### src/rtl/grayscale_stream_if.sv
// Stream bundle for grayscale_stream.
// Purpose: groups the RGB input stream (valid/ready plus pixel, rounding mode
// and algorithm select) with the gray output stream (valid/ready plus gray
// sample and end-of-line flag).
// Ports (signals):
//   in_valid, in_ready     input-side handshake
//   color[3*CW-1:0]        {R,G,B}, R in the MSBs
//   mode[1:0]              0 ceil, 1 floor, 2 half-to-even, 3 half-up
//   algo                   0 mean, 1 BT.601 luma
//   out_valid, out_ready   output-side handshake
//   gray[CW-1:0]           rounded gray sample
//   out_eol                last pixel of a line, qualifies gray
// Modports: master = pixel source / gray sink, slave = the converter.
interface grayscale_stream_if #(
  parameter int CW = 8
);
  logic            in_valid;
  logic            in_ready;
  logic [3*CW-1:0] color;
  logic [1:0]      mode;
  logic            algo;
  logic            out_valid;
  logic            out_ready;
  logic [CW-1:0]   gray;
  logic            out_eol;

  modport master (
    output in_valid, color, mode, algo, out_ready,
    input  in_ready, out_valid, gray, out_eol
  );

  modport slave (
    input  in_valid, color, mode, algo, out_ready,
    output in_ready, out_valid, gray, out_eol
  );
endinterface

### src/rtl/grayscale_stream.sv
// Two-stage streaming RGB-to-gray converter.
// Purpose: accepts one packed RGB pixel per beat, forms the exact channel sum
// (mean) or weighted sum (luma) in stage 1, rounds and saturates it in stage 2,
// and flags the last pixel of each IMG_W-pixel line on the output.
// Ports:
//   clk   rising-edge clock
//   rst   synchronous, active-high reset; holds in_ready low while asserted
//   bus   grayscale_stream_if.slave (input stream in, gray stream out)
// Parameters:
//   CW     bits per colour channel and per gray sample
//   IMG_W  pixels per line
module grayscale_stream #(
  parameter int CW    = 8,
  parameter int IMG_W = 640
) (
  input logic               clk,
  input logic               rst,
  grayscale_stream_if.slave bus
);

  // The luma weights sum to 256, so CW+8 bits hold either sum exactly.
  localparam int SW    = CW + 8;
  localparam int RW    = SW + 1;
  localparam int CNT_W = (IMG_W > 1) ? $clog2(IMG_W) : 1;
  localparam logic [CNT_W-1:0] LAST_PIX = CNT_W'(IMG_W - 1);
  localparam logic [RW-1:0]    GRAY_MAX = RW'({CW{1'b1}});

  typedef enum logic [1:0] {
    RND_CEIL  = 2'd0,
    RND_FLOOR = 2'd1,
    RND_EVEN  = 2'd2,
    RND_UP    = 2'd3
  } rnd_e;

  logic             s1_valid;
  logic [SW-1:0]    s1_sum;
  rnd_e             s1_mode;
  logic             s1_algo;
  logic             s2_valid;
  logic [CW-1:0]    s2_gray;
  logic [CNT_W-1:0] pix_cnt;

  logic s1_load, s2_load, in_xfer, out_xfer;

  // A stage loads when it is empty or its content moves on this cycle, so
  // bubbles collapse and a full pipeline still streams one beat per cycle.
  assign out_xfer     = s2_valid && bus.out_ready;
  assign s2_load      = !s2_valid || bus.out_ready;
  assign s1_load      = !s1_valid || s2_load;
  assign bus.in_ready = !rst && s1_load;
  assign in_xfer      = bus.in_valid && bus.in_ready;

  // Stage 1 input: exact sum, no rounding yet.
  logic [SW-1:0] ch_r, ch_g, ch_b, sum_in;
  assign ch_r = SW'(bus.color[3*CW-1 -: CW]);
  assign ch_g = SW'(bus.color[2*CW-1 -: CW]);
  assign ch_b = SW'(bus.color[CW-1:0]);

  // NOTE: every variable written in an always_comb gets a default first so no
  // path can leave it unassigned and infer a latch.
  always_comb begin
    sum_in = ch_r + ch_g + ch_b;
    if (bus.algo) begin
      sum_in = SW'(77) * ch_r + SW'(150) * ch_g + SW'(29) * ch_b;
    end
  end

  // NOTE: sequential state uses non-blocking assignments only, so every
  // register samples pre-edge values regardless of statement order.
  // Data registers are reset too: gray must read 0 after reset.
  always_ff @(posedge clk) begin
    if (rst) begin
      s1_valid <= 1'b0;
      s1_sum   <= '0;
      s1_mode  <= RND_CEIL;
      s1_algo  <= 1'b0;
    end else if (s1_load) begin
      // mode/algo are captured with the pixel and travel with it.
      s1_valid <= in_xfer;
      s1_sum   <= sum_in;
      s1_mode  <= rnd_e'(bus.mode);
      s1_algo  <= bus.algo;
    end
  end

  // Stage 2 input: quotient, fractional part classification, rounding.
  logic [SW-1:0] q, rem3;
  logic          frac_nz, frac_gt, frac_eq, round_up;
  logic [RW-1:0] rounded;
  logic [CW-1:0] gray_next;

  always_comb begin
    rem3    = s1_sum % SW'(3);
    q       = s1_sum / SW'(3);
    // Mean: a remainder of 2 means 2/3 > half; 1/3 < half; exact half is impossible.
    frac_nz = (rem3 != '0);
    frac_gt = (rem3 == SW'(2));
    frac_eq = 1'b0;
    if (s1_algo) begin
      q       = s1_sum >> 8;
      frac_nz = (s1_sum[7:0] != 8'd0);
      frac_gt = (s1_sum[7:0] >  8'd128);
      frac_eq = (s1_sum[7:0] == 8'd128);
    end

    round_up = 1'b0;
    case (s1_mode)
      RND_CEIL:  round_up = frac_nz;
      RND_FLOOR: round_up = 1'b0;
      RND_EVEN:  round_up = frac_gt || (frac_eq && q[0]);
      RND_UP:    round_up = frac_gt || frac_eq;
      default:   round_up = 1'b0;
    endcase

    rounded   = {1'b0, q} + RW'(round_up);
    gray_next = (rounded > GRAY_MAX) ? {CW{1'b1}} : rounded[CW-1:0];
  end

  always_ff @(posedge clk) begin
    if (rst) begin
      s2_valid <= 1'b0;
      s2_gray  <= '0;
    end else if (s2_load) begin
      s2_valid <= s1_valid;
      s2_gray  <= gray_next;
    end
  end

  // Line position of the beat currently presented; advances only on transfer.
  always_ff @(posedge clk) begin
    if (rst) begin
      pix_cnt <= '0;
    end else if (out_xfer) begin
      pix_cnt <= (pix_cnt == LAST_PIX) ? '0 : pix_cnt + CNT_W'(1);
    end
  end

  assign bus.out_valid = s2_valid;
  assign bus.gray      = s2_gray;
  assign bus.out_eol   = s2_valid && (pix_cnt == LAST_PIX);

endmodule

### src/flat_wrapper.sv
// flat-port wrapper written by rule: the top's interface ports become plain ports
module grayscale_stream_flat 
#(
  parameter int CW    = 8,
  parameter int IMG_W = 640
)
  (clk, rst, bus_in_valid, bus_color, bus_mode, bus_algo, bus_out_ready, bus_in_ready, bus_out_valid, bus_gray, bus_out_eol);
  grayscale_stream_if #(.CW(CW)) bus_i ();
  input logic clk;
  input logic rst;
  input wire logic [$bits(bus_i.in_valid)-1:0] bus_in_valid;
  input wire logic [$bits(bus_i.color)-1:0] bus_color;
  input wire logic [$bits(bus_i.mode)-1:0] bus_mode;
  input wire logic [$bits(bus_i.algo)-1:0] bus_algo;
  input wire logic [$bits(bus_i.out_ready)-1:0] bus_out_ready;
  output wire logic [$bits(bus_i.in_ready)-1:0] bus_in_ready;
  output wire logic [$bits(bus_i.out_valid)-1:0] bus_out_valid;
  output wire logic [$bits(bus_i.gray)-1:0] bus_gray;
  output wire logic [$bits(bus_i.out_eol)-1:0] bus_out_eol;
  assign bus_i.in_valid = bus_in_valid;
  assign bus_i.color = bus_color;
  assign bus_i.mode = bus_mode;
  assign bus_i.algo = bus_algo;
  assign bus_i.out_ready = bus_out_ready;
  assign bus_in_ready = bus_i.in_ready;
  assign bus_out_valid = bus_i.out_valid;
  assign bus_gray = bus_i.gray;
  assign bus_out_eol = bus_i.out_eol;
  grayscale_stream #(.CW(CW), .IMG_W(IMG_W)) u_core (.clk(clk), .rst(rst), .bus(bus_i));
endmodule
### config.mk
export PLATFORM = sky130hd
export DESIGN_NAME = grayscale_stream_flat
export DESIGN_NICKNAME = d
export VERILOG_FILES = /design/src/rtl/grayscale_stream_if.sv /design/src/rtl/grayscale_stream.sv /design/src/flat_wrapper.sv
export SDC_FILE = /design/constraint.sdc
export NUM_CORES = 1
export LEC_CHECK = 0
export ABC_AREA = 1
export BUFFER_PORTS_ARGS = -buffer_cell sky130_fd_sc_hd__buf_2
export CAP_MARGIN = 10
export CORE_UTILIZATION = 55
export DETAILED_ROUTE_END_ITERATION = 12
export PLACE_DENSITY = 0.82
export SYNTH_ARGS = -nofsm -noshare
export SYNTH_HDL_FRONTEND = slang
export SYNTH_SLANG_ARGS = --single-unit
### constraint.sdc
create_clock -name clk -period 7.67 [get_ports clk]
set_input_delay 1.534 -clock clk [delete_from_list [all_inputs] [get_ports clk]]
set_output_delay 1.534 -clock clk [all_outputs]
set_load 0.02 [all_outputs]
==> summary.md, run 1 <==
| Metric | Value |
|---|---|
| Top_reg_cell synth | dfxtp_1 |
| CTS buffer count | 5 |
| Delay-heaviest family, CP | simple AND/OR/NAND/NOR gates |
| Status | finished clean |
| Die area | between 10000 and 15000 um2 |
| Non-Filler Instances | between 1k and 1.5k |
| PortBufs | just over 40 |
| Post-synth ARST share | 0% |
| Slew HR | between 50% and 60% |
| Initial Util | about 57% |
| Average size of a mapped cell | ~7.1 um2 |
| Setup slack, reg-to-reg | 0.81 ns |
| Largest net degree at the start of global routing | 28 |
| Fmax | around 150 MHz |
| Cell row count | approximately 40 |
| DR DRC count | 0 |
| Final WL | roughly 15000 um |
| Cell area after synthesis | a little over 7000 um2 |
| Least-Margin Pin Slew | roughly 0.72 ns |
| Worst hold path cell count | 2 |
| Post-Place Cell Area | around 7600 um2 |
| Max Buffers Root-to-Sink | 2 |
| Crit path kind | flop to flop |
| CP max stage cell | dfxtp_1 |
| CP Launch Type | flop |
| Share of cells above drive strength 1 | under 10% |
| Initial antenna violation count | 0 |
| Cell Pwr Density | roughly 450 nW/um2 |
| Hold/Removal Path Class | flop to flop |
| Number of synthesized flops with an enable pin | 0 |
| Clk_lat worst skew | between 0.2 and 0.3 ns |
| Vias/cell | a little over 5 |
| Worst setup EP type | flop |
| Worst stage delay on the critical path | ~0.38 ns |
| Clock transition at the registers of the reported paths | about 0.060 ns |
| Drt first pass iters | 5 |
| Overall Power | about 3.5 mW |
| Syn. warnings | 0 |
| #FFs+latches synth | 39 |
| Crit Path Max Fanout | 8 |
| N_diodes | 0 |
| Worst EP arrival | about 7.0 ns |
| DR iter-0 viols | ~280 |
| Die Width | approximately 120 um |
| Detail Placement HPWL | approximately 13000 um |
| I/O pins | 42 |
| Dpl ws | 0.840 ns |
| Cell area after layout | 7750 um2 |
| Placed insts | approximately 1.2k |
| Worst path bufs/invs | 9 |
| Total GRT Usage | a little under a quarter |
| Via count | 6272 |
| Pleak | around 4.3 nW |
| VDD IR max | roughly 0.22 mV |
| Post-Route Utilization | about three fifths |
| Worst r2r path cells | between 50 and 60 |
| FF-to-FF End | u_core.bus.gray[0] |
| RD Place Congestion | slightly above 0.9 |
| Hold_sp | u_core.pix_cnt[9] |
| Most frequent CP cell | nand2_1 |
| TritonCTS Sinks | 39 |
| R2r startpoint | u_core.s1_sum[14] |
| Post-route antenna net violation count | 0 |
| Cts hold-fix bufs | 0 |
| Post-Syn Nets | 1215 |
| Vias in the first global route | 5872 |
| Register area share after synthesis | a little over a tenth |
| Fin worst setup slack | 0.813 ns |
| Period minus WS final | between 6 and 7 ns |
| Root buf cell | clkbuf_16 |
| End of the worst hold path | u_core.pix_cnt[9] |
| Synth Instances | a little over 1k |
| Worst path required time | roughly 7.9 ns |
| Die Height | ~120 um |
| Post-DR wirelength/cell | between 10 and 15 um |
| Grt ovf | 0 |
| Synth cell types | 44 |
| Worst clock skew | between 0.006 and 0.007 ns |
| Final cycle utilization of the critical path | 89.4% |
| Max Slew Vio Count | 0 |
| Max Cap Violations | 0 |
| Setup-failing EPs final | 0 |
| Final hold vios | 0 |
| CORE AREA | 12700 um2 |
| # H-tree levels | 2 |
| Global-route wire length before repair | about 25000 um |
| Syn-to-layout area delta | 8.02% |
| CTS tree | yes |
| Layout net count | around 1.3k |
[worst register-to-register path, delay by kind of cell, from the launching register on]
| kind | cells | cell delay, ns |
|---|---|---|
| compound gates | 10 | 1.59 |
| fa+ha+maj | 4 | 0.79 |
| buf+inv | 9 | 0.60 |
| flops | 1 | 0.38 |
| simple gates | 36 | 3.43 |
[cell families (layout without fill, tap and decap cells)]
logic type | after synthesis | after routing | share of synthesized area (%)
xor gates and xnor gates | 44 | 44 | 5.48
buffers and inverters | 242 | 285 | 12.8
adders and majority gates | 177 | 177 | 35.2
AOI/OAI and AO/OA | 175 | 175 | 14.7
and+or+nand+nor | 330 | 330 | 21.0
DFF | 39 | 39 | 10.9
[stage by stage]
| stage | TNS, ns | hold WS [ns] |
|---|---|---|
| after floorplan | 0 | 0.430 |
| after global placement | 0 | 0.442 |
| after detailed placement | 0 | 0.457 |
| after CTS | 0 | 0.467 |
| after global routing | -0.00600 | 0.506 |
| final | 0 | 0.465 |
[worst max path at each step]
stage,from,cells past startpoint,slack [ns],end
floorplan,bus_color[1],29,1.62,u_core.s1_sum[15]
global placement,bus_color[1],30,1.09,u_core.s1_sum[15]
detailed placement,u_core.s1_sum[14],59,0.84,u_core.bus.gray[7]
CTS,u_core.s1_sum[14],59,0.79,u_core.bus.gray[7]
global route,u_core.s1_sum[15],60,-0.005,u_core.bus.gray[0]
finish,u_core.s1_sum[14],59,0.81,u_core.bus.gray[0]
[report_power, final]
part	internal [mW]	switching (mW)	leakage, nW	total (mW)
Clock	0.121	0.0860	0.0664	0.207
Sequential	0.256	0.0379	0.322	0.294
Combinational	1.13	1.82	3.87	2.95
Total	1.50	1.95	4.26	3.45
[metal layers]
metal | vias up | track usage [%] | wire length [um]
met4 | 0 | 7.26 | 382
met5 | - | 0 | 0
met3 | 26 | 1.76 | 407
met2 | 109 | 43.3 | 7170
met1 | 2804 | 29.2 | 6870
li1 | 3333 | - | -
[Yosys cell counts, types with 4 or more instances]
library cell  instances  area, um2
xnor2_1              19        166
nor2_1               76        285
nand2_2               9       56.3
clkbuf_1              5       18.8
o21bai_2              5       56.3
o32ai_1               6       52.6
nand3_1              44        220
or2_2                 4       25.0
nand3b_1              4       30.0
a21o_1                5       37.5
o21ai_1               5       25.0
nand3_2               9       90.1
a31oi_1               8       50.1
fa_1                 41        821
inv_1               230        863
nand4_1               8       50.1
nor4_1                4       25.0
o21ai_0              54        270
o21bai_1              9       67.6
nand2_1             149        559
ha_1                136       1700
dfxtp_1              39        781
nor3_1               10       50.1
a21oi_1              62        310
xor2_1               24        210
o21ai_2               7       61.3
[registers in the layout, summed over array words and instances, names as in the netlist]
signal and flops:
u_core.s1_sum 16, u_core.pix_cnt 10, u_core.bus.gray 8, u_core.s1_mode 2, u_core.bus.out_valid 1, u_core.s1_algo 1, u_core.s1_valid 1
[repair_timing]
item,CTS,global route
resized for setup,0,7
setup buffers,0,1
setup endpoints to repair,0,8
[placed cells by master (no fill, tap or decap), types with 19 or more instances in the layout]
cell type	count
dfxtp_1	39
nand2_1	148
inv_1	230
fa_1	41
xnor2_1	19
nand3_1	43
nor2_1	75
o21ai_0	54
a21oi_1	62
buf_2	41
ha_1	135
xor2_1	24
[layout make-up]
cell class | instances | area, um2
flip-flops and latches | 39 | 781
clock inverters | 3 | 23.8
repair buffers | 42 | 213
multi-input cells | 726 | 5510
clock buffers | 5 | 125
well taps | 172 | 215
fillers | 1132 | 4920
inverters | 235 | 882
(Power assumes the default switching activity.)
==> run 2: changes to the inputs <==
Settings changed: ABC_AREA 1 to 0, PLACE_DENSITY 0.82 to 0.85.
Clock period 7.67 ns to 5.8 ns, I/O delays scaled along.
==> summary.md, run 2 <==
| Metric | Value |
|---|---|
| Status | finished, violations left |
| Failing checks | setup timing |
| Clk_lat worst skew | 0.29 ns (about the same) |
| Via count | 8561 (+36%) |
| Worst stage delay on the critical path | 0.56 ns (+0.18 ns) |
| Hold/Removal Path Class | flop to flop |
| Total GRT Usage | 31.9% (+8.4 points) |
| Worst path bufs/invs | 4 (-5) |
| CP Launch Type | flop |
| CTS buffer count | 5 (unchanged) |
| Cell row count | 43 (+4.9%) |
| Cell accounting for the most synthesized area | ha_1 |
| Global-route wire length before repair | 37700 um (+48%) |
| Mux contribution to synthesized area | 1.73% (+1.7 points) |
| Worst clock skew | 0.0115 ns (+0.00495 ns) |
| # H-tree levels | 2 (unchanged) |
| Filler Cells Inserted | 878 (-22%) |
| Area contributors post-synth | ha_1, fa_1, dfxtp_1, inv_1, xnor2_1 |
| CP max stage cell | or4_4 |
| Largest net degree at the start of global routing | 30 (+7.1%) |
| Period minus WS final | 6.27 ns (-0.585 ns) |
| Most common cell in the synthesized netlist | inv_1 |
| Least-Margin Pin Slew | 0.606 ns (-0.109 ns) |
| RSZ-0062 raised after global routing | true |
| Die area | 14700 um2 (+8.8%) |
| Highest-count cells in the layout ignoring fill and taps | buf_4, inv_1, ha_1, nor2_1, nand2_1 |
| DR DRC count | 0 (unchanged) |
| Initial Util | 56.3% (-0.28 points) |
| Simple logic cell fraction of the synthesized area | 16.4% (-4.6 points) |
| Post-Syn Nets | 1202 (-1.1%) |
| Delay-heaviest family, CP | compound AO/OA/AOI/OAI gates |
| Detail Placement HPWL | 17000 um (+34%) |
| Final WL | 26400 um (+78%) |
| Grt ovf | 0 (unchanged) |
| Final cycle utilization of the critical path | 108% (+19 points) |
| #FFs+latches synth | 39 (unchanged) |
| CTS tree | yes |
| Number of synthesized flops with an enable pin | 0 (unchanged) |
| Placed insts | 1323 (+9.1%) |
| Average size of a mapped cell | 7.87 um2 (+10%) |
| I/O pins | 42 (unchanged) |
| Vias/cell | 6.29 (+22%) |
| Max Slew Vio Count | 0 (unchanged) |
| Post-synth ARST share | 0% (unchanged) |
| Synth Area in Compound Gates | 23.3% (+8.6 points) |
| Fin worst setup slack | -0.472 ns (-1.28 ns) |
| Most common cell after layout, fill and taps aside | buf_4 |
| Top_reg_cell synth | dfxtp_1 |
| Clock transition at the registers of the reported paths | 0.06 ns (about the same) |
| Synth top cells by count | inv_1, ha_1, nor2_1 |
| Crit path kind | flop to flop |
| Max Buffers Root-to-Sink | 2 (unchanged) |
| Syn. warnings | 0 (unchanged) |
| Post-DR wirelength/cell | 19.4 um (+60%) |
| Initial antenna violation count | 0 (unchanged) |
| Crit Path Max Fanout | 6 (-2) |
| Setup-failing EPs final | 11 (+11) |
| Die Height | 121 um (+4.3%) |
| Worst path required time | 5.99 ns (-1.86 ns) |
| Adder-cell area share of the yosys netlist | 32.3% (-2.9 points) |
| Layout net count | 1389 (+11%) |
| N_diodes | 0 (unchanged) |
| Combinational family with the most area after synthesis | adder cells |
| Slew HR | 59.4% (+7.4 points) |
| Worst EP arrival | 6.46 ns (-0.58 ns) |
| Largest Register | u_core.s1_sum |
| Max Cap Violations | 0 (unchanged) |
| PortBufs | 41 (unchanged) |
| Number of flip-flops in the largest register | 16 (unchanged) |
| Fmax | 159 MHz (+9.3%) |
| Dpl ws | -0.568 ns (-1.41 ns) |
| Cell area after synthesis | 7820 um2 (+9.0%) |
| Non-Filler Instances | 1362 (+11%) |
| Die Width | 121 um (+4.3%) |
| Cts hold-fix bufs | 0 (unchanged) |
| Synth Instances | 994 (-1.3%) |
| Syn-to-layout area delta | 31.2% |
| Post-route antenna net violation count | 0 (unchanged) |
| DR iter-0 viols | 770 (+180%) |
| RD Place Congestion | 0.924 (-0.84%) |
| Share of cells above drive strength 1 | 29.7% (+20 points) |
| Final hold vios | 0 (unchanged) |
| Synth top area share | 21.8% (-2.0 points) |
| CORE AREA | 13900 um2 (+9.5%) |
| Synth cell types | 77 (+75%) |
| Drt first pass iters | 7 (+2) |
| Most frequent CP cell | buf_4 |
| Worst setup EP type | flop |
| Vias in the first global route | 8121 (+38%) |
| Register area share after synthesis | 9.99% (-0.90 points) |
| Synth Area in XOR/XNOR | 7.39% (+1.9 points) |
| Root buf cell | clkbuf_16 |
| TritonCTS Sinks | 39 (unchanged) |
run 2: changes by cell type after synthesis, sizes merged, moves of 21 or more:
cell and delta:
inv -92, nand2 -98, xnor2 +27, o21ai -21, nand3 -38
run 2: cell families after synthesis:
group	Yosys count
and+or+nand+nor	260
AOI/OAI and AO/OA	259
buffers and inverters	180
adders and majority gates	177
xor gates and xnor gates	66
DFF	39
muxes	13
run 2: per-layer routing:
layer / GRT usage, % / share of wire, % / vias up
met5: 0 / 0 / -
met4: 16.8 / 7.0 / 0
met3: 2.77 / 6.5 / 167
met2: 58.3 / 50 / 512
met1: 36.7 / 37 / 4028
li1: - / - / 3854
run 2: path summary, 6_finish.rpt:
path                          start            endpoint  slack, ns  depth (start not counted)
hold reg to reg   u_core.pix_cnt[5]   u_core.pix_cnt[5]       0.48                          2
setup / recovery  u_core.s1_sum[13]  u_core.bus.gray[3]      -0.47                         29
setup reg to reg  u_core.s1_sum[13]  u_core.bus.gray[3]      -0.47                         29
hold / removal    u_core.pix_cnt[5]   u_core.pix_cnt[5]       0.48                          2
run 2: what timing repair did:
action	CTS	global route
setup endpoints to repair	10	11
resized for setup	61	72
pin swaps	50	62
buffers inserted	17	17
gates cloned	0	0
run 2: worst register-to-register path, delay by kind of cell, from the launching register on:
| family | cells | cell delay, ns |
|---|---|---|
| buf+inv | 4 | 0.54 |
| simple gates | 9 | 2.09 |
| xor+xnor | 1 | 0.16 |
| fa+ha+maj | 3 | 0.57 |
| flops | 1 | 0.38 |
| compound gates | 11 | 2.36 |
| mux | 1 | 0.09 |
run 2: area by class of cell:
cell class	instances	area [um2]	share of cell area, %
inverter	145	547	5.33
timing repair buffer	215	1540	15.0
clock inverter	2	12.5	0.122
multi-input combinational	775	7020	68.4
clock buffer	6	129	1.26
tap	180	225	2.20
sequential	39	792	7.72
run 2: per-stage QoR:
step	util (%)	TNS [ns]	hold slack [ns]	cell area (um2)
6_report	73.9	-3.85	0.481	10300
5_1_grt	73.9	-6.21	0.505	10300
4_1_cts	70.7	-1.24	0.480	9820
3_5_place_dp	66.9	-4.19	0.472	9280
3_3_place_gp	66.9	-2.27	0.466	9280
2_1_floorplan	-	0	0.446	7940
Power of run 2 is not shown: default switching activity piles up to over one toggle a cycle in this logic, so the estimate is an artifact.
==> run 3: changes to the inputs <==
Settings changed: MAX_ROUTING_LAYER from default to met4.
==> summary.md, run 3 (synthesized netlist as in run 2, its figures left out) <==
| Metric | Value |
|---|---|
| CORE AREA | 13900 um2 (unchanged) |
| Worst stage delay on the critical path | 0.60 ns (+0.04 ns) |
| Final WL | 25900 um (-1.9%) |
| Clk_lat worst skew | 0.29 ns (about the same) |
| R2r startpoint | u_core.s1_sum[14] |
| Final hold vios | 0 (unchanged) |
| Fin worst setup slack | -0.308 ns (+0.163 ns) |
| Via count | 8496 (-0.76%) |
| Max Slew Vio Count | 0 (unchanged) |
| Cell row count | 43 (unchanged) |
| Highest-count cells in the layout ignoring fill and taps | buf_4, inv_1, ha_1, nor2_1, nand2_1 |
| End of the worst hold path | u_core.pix_cnt[1] |
| Worst EP arrival | 6.27 ns (-0.19 ns) |
| Worst setup EP type | flop |
| Status | finished, violations left |
| Fmax | 164 MHz (+2.7%) |
| CP Launch Type | primary input |
| N_diodes | 0 (unchanged) |
| Cts hold-fix bufs | 0 (unchanged) |
| Crit path kind | primary input to flop |
| Vias/cell | 6.22 (-1.1%) |
| GR Util met1 | 36.1% (-0.55 points) |
| Die area | 14700 um2 (unchanged) |
| Worst path required time | 5.96 ns (-0.03 ns) |
| Total GRT Usage | 32.9% (+1.0 points) |
| Detail Placement HPWL | 17200 um (+1.4%) |
| Setup-failing EPs final | 11 (unchanged) |
| Root buf cell | clkbuf_16 |
| Global-route wire length before repair | 38100 um (+1.0%) |
| Hold/Removal Path Class | flop to flop |
| FF-to-FF End | u_core.bus.gray[7] |
| Crit Path Max Fanout | 4 (-2) |
| Least-Margin Pin Slew | 0.736 ns (+0.130 ns) |
| DR iter-0 viols | 935 (+21%) |
| Clock transition at the registers of the reported paths | 0.07 ns (about the same) |
| CTS tree | yes |
| Max Cap Violations | 0 (unchanged) |
| Initial antenna violation count | 0 (unchanged) |
| Hold_sp | u_core.pix_cnt[1] |
| GR peak layer | met2 |
| DR DRC count | 0 (unchanged) |
| Final cycle utilization of the critical path | 105% (-2.8 points) |
| Filler Cells Inserted | 881 (+0.34%) |
| Worst r2r path cells | 29 (unchanged) |
| CTS buffer count | 5 (unchanged) |
| Non-Filler Instances | 1367 (+0.37%) |
| Syn-to-layout area delta | 31.2% (about the same) |
| Post-route antenna net violation count | 0 (unchanged) |
| Met3 Usage GRT | 2.96% (+0.19 points) |
| Worst clock skew | 0.0110 ns (-0.000497 ns) |
| Worst hold path cell count | 2 (unchanged) |
| Grt ovf | 0 (unchanged) |
| Most common cell after layout, fill and taps aside | buf_4 |
| # H-tree levels | 2 (unchanged) |
| I/O pins | 42 (unchanged) |
| Max Buffers Root-to-Sink | 2 (unchanged) |
| RD Place Congestion | 0.943 (+2.0%) |
| Grt met2 use | 58.8% (+0.50 points) |
| TritonCTS Sinks | 39 (unchanged) |
| Period minus WS final | 6.11 ns (-0.163 ns) |
| Largest net degree at the start of global routing | 30 (unchanged) |
| Vias in the first global route | 8363 (+3.0%) |
| Post-DR wirelength/cell | 19.0 um (-2.3%) |
| Layout net count | 1394 (+0.36%) |
| Largest Register | u_core.s1_sum |
| Share of cells above drive strength 1 | 29.1% (-0.63 points) |
| Setup slack, reg-to-reg | -0.27 ns (+0.20 ns) |
| Dpl ws | -0.581 ns (-0.0131 ns) |
| CP max stage cell | fa_1 |
| PortBufs | 41 (unchanged) |
| Die Height | 121 um (unchanged) |
| Drt first pass iters | 11 (+4) |
| Failing checks | setup timing |
| Placed insts | 1331 (+0.60%) |
| Number of flip-flops in the largest register | 16 (unchanged) |
| RSZ-0062 raised after global routing | true |
| Die Width | 121 um (unchanged) |
| Slew HR | 50.5% (-8.9 points) |
| Initial Util | 56.3% (unchanged) |
[run 3: area by class of cell]
class	count	area, um2	area share, %
inverters	145	552	5.38
flip-flops and latches	39	788	7.68
repair buffers	220	1590	15.4
clock buffers	5	125	1.22
well taps	180	225	2.19
multi-input cells	775	6940	67.7
clock inverters	3	43.8	0.427
[run 3: layer usage]
layer	wire, um	up-vias
met1	9780	3988
met2	12800	491
li1	-	3850
met3	1460	167
met5	0	-
met4	1820	0
[run 3: worst max path at each step]
stage | startpoint | endpoint | cells after the start | slack, ns
detailed placement | bus_color[2] | u_core.s1_sum[15] | 23 | -0.58
CTS | u_core.s1_sum[13] | u_core.bus.gray[7] | 29 | -0.19
finish | bus_color[2] | u_core.s1_sum[15] | 25 | -0.31
floorplan | u_core.s1_sum[15] | u_core.bus.gray[0] | 30 | 0.001
global placement | bus_color[2] | u_core.s1_sum[15] | 23 | -0.37
global route | u_core.s1_sum[14] | u_core.bus.gray[7] | 29 | -0.53
[run 3: through the flow]
step	util [%]	instance area, um2	setup TNS [ns]	hold slack, ns
after detailed placement	67.3	9340	-3.21	0.472
final	73.9	10300	-2.24	0.486
after floorplan	-	7940	0	0.446
after CTS	71.1	9870	-1.34	0.481
after global routing	73.9	10300	-4.62	0.525
after global placement	67.3	9340	-1.11	0.464
[run 3: timing repair]
action                                 4_1_cts  5_1_grt
setup endpoints to repair                   10       13
endpoints found under the hold margin        0        0
gates resized for setup                     56       66
setup buffers                               20       12
pin swaps                                   56       68
[run 3: worst max-delay path: cells and delay by family]
family / cells / cell delay (ns)
adders and majority gates: 6 / 2.45
AOI/OAI and AO/OA: 9 / 1.38
and+or+nand+nor: 4 / 0.70
buffers and inverters: 5 / 0.40
xor gates and xnor gates: 1 / 0.16
Power of run 3 is left out for the same reason.
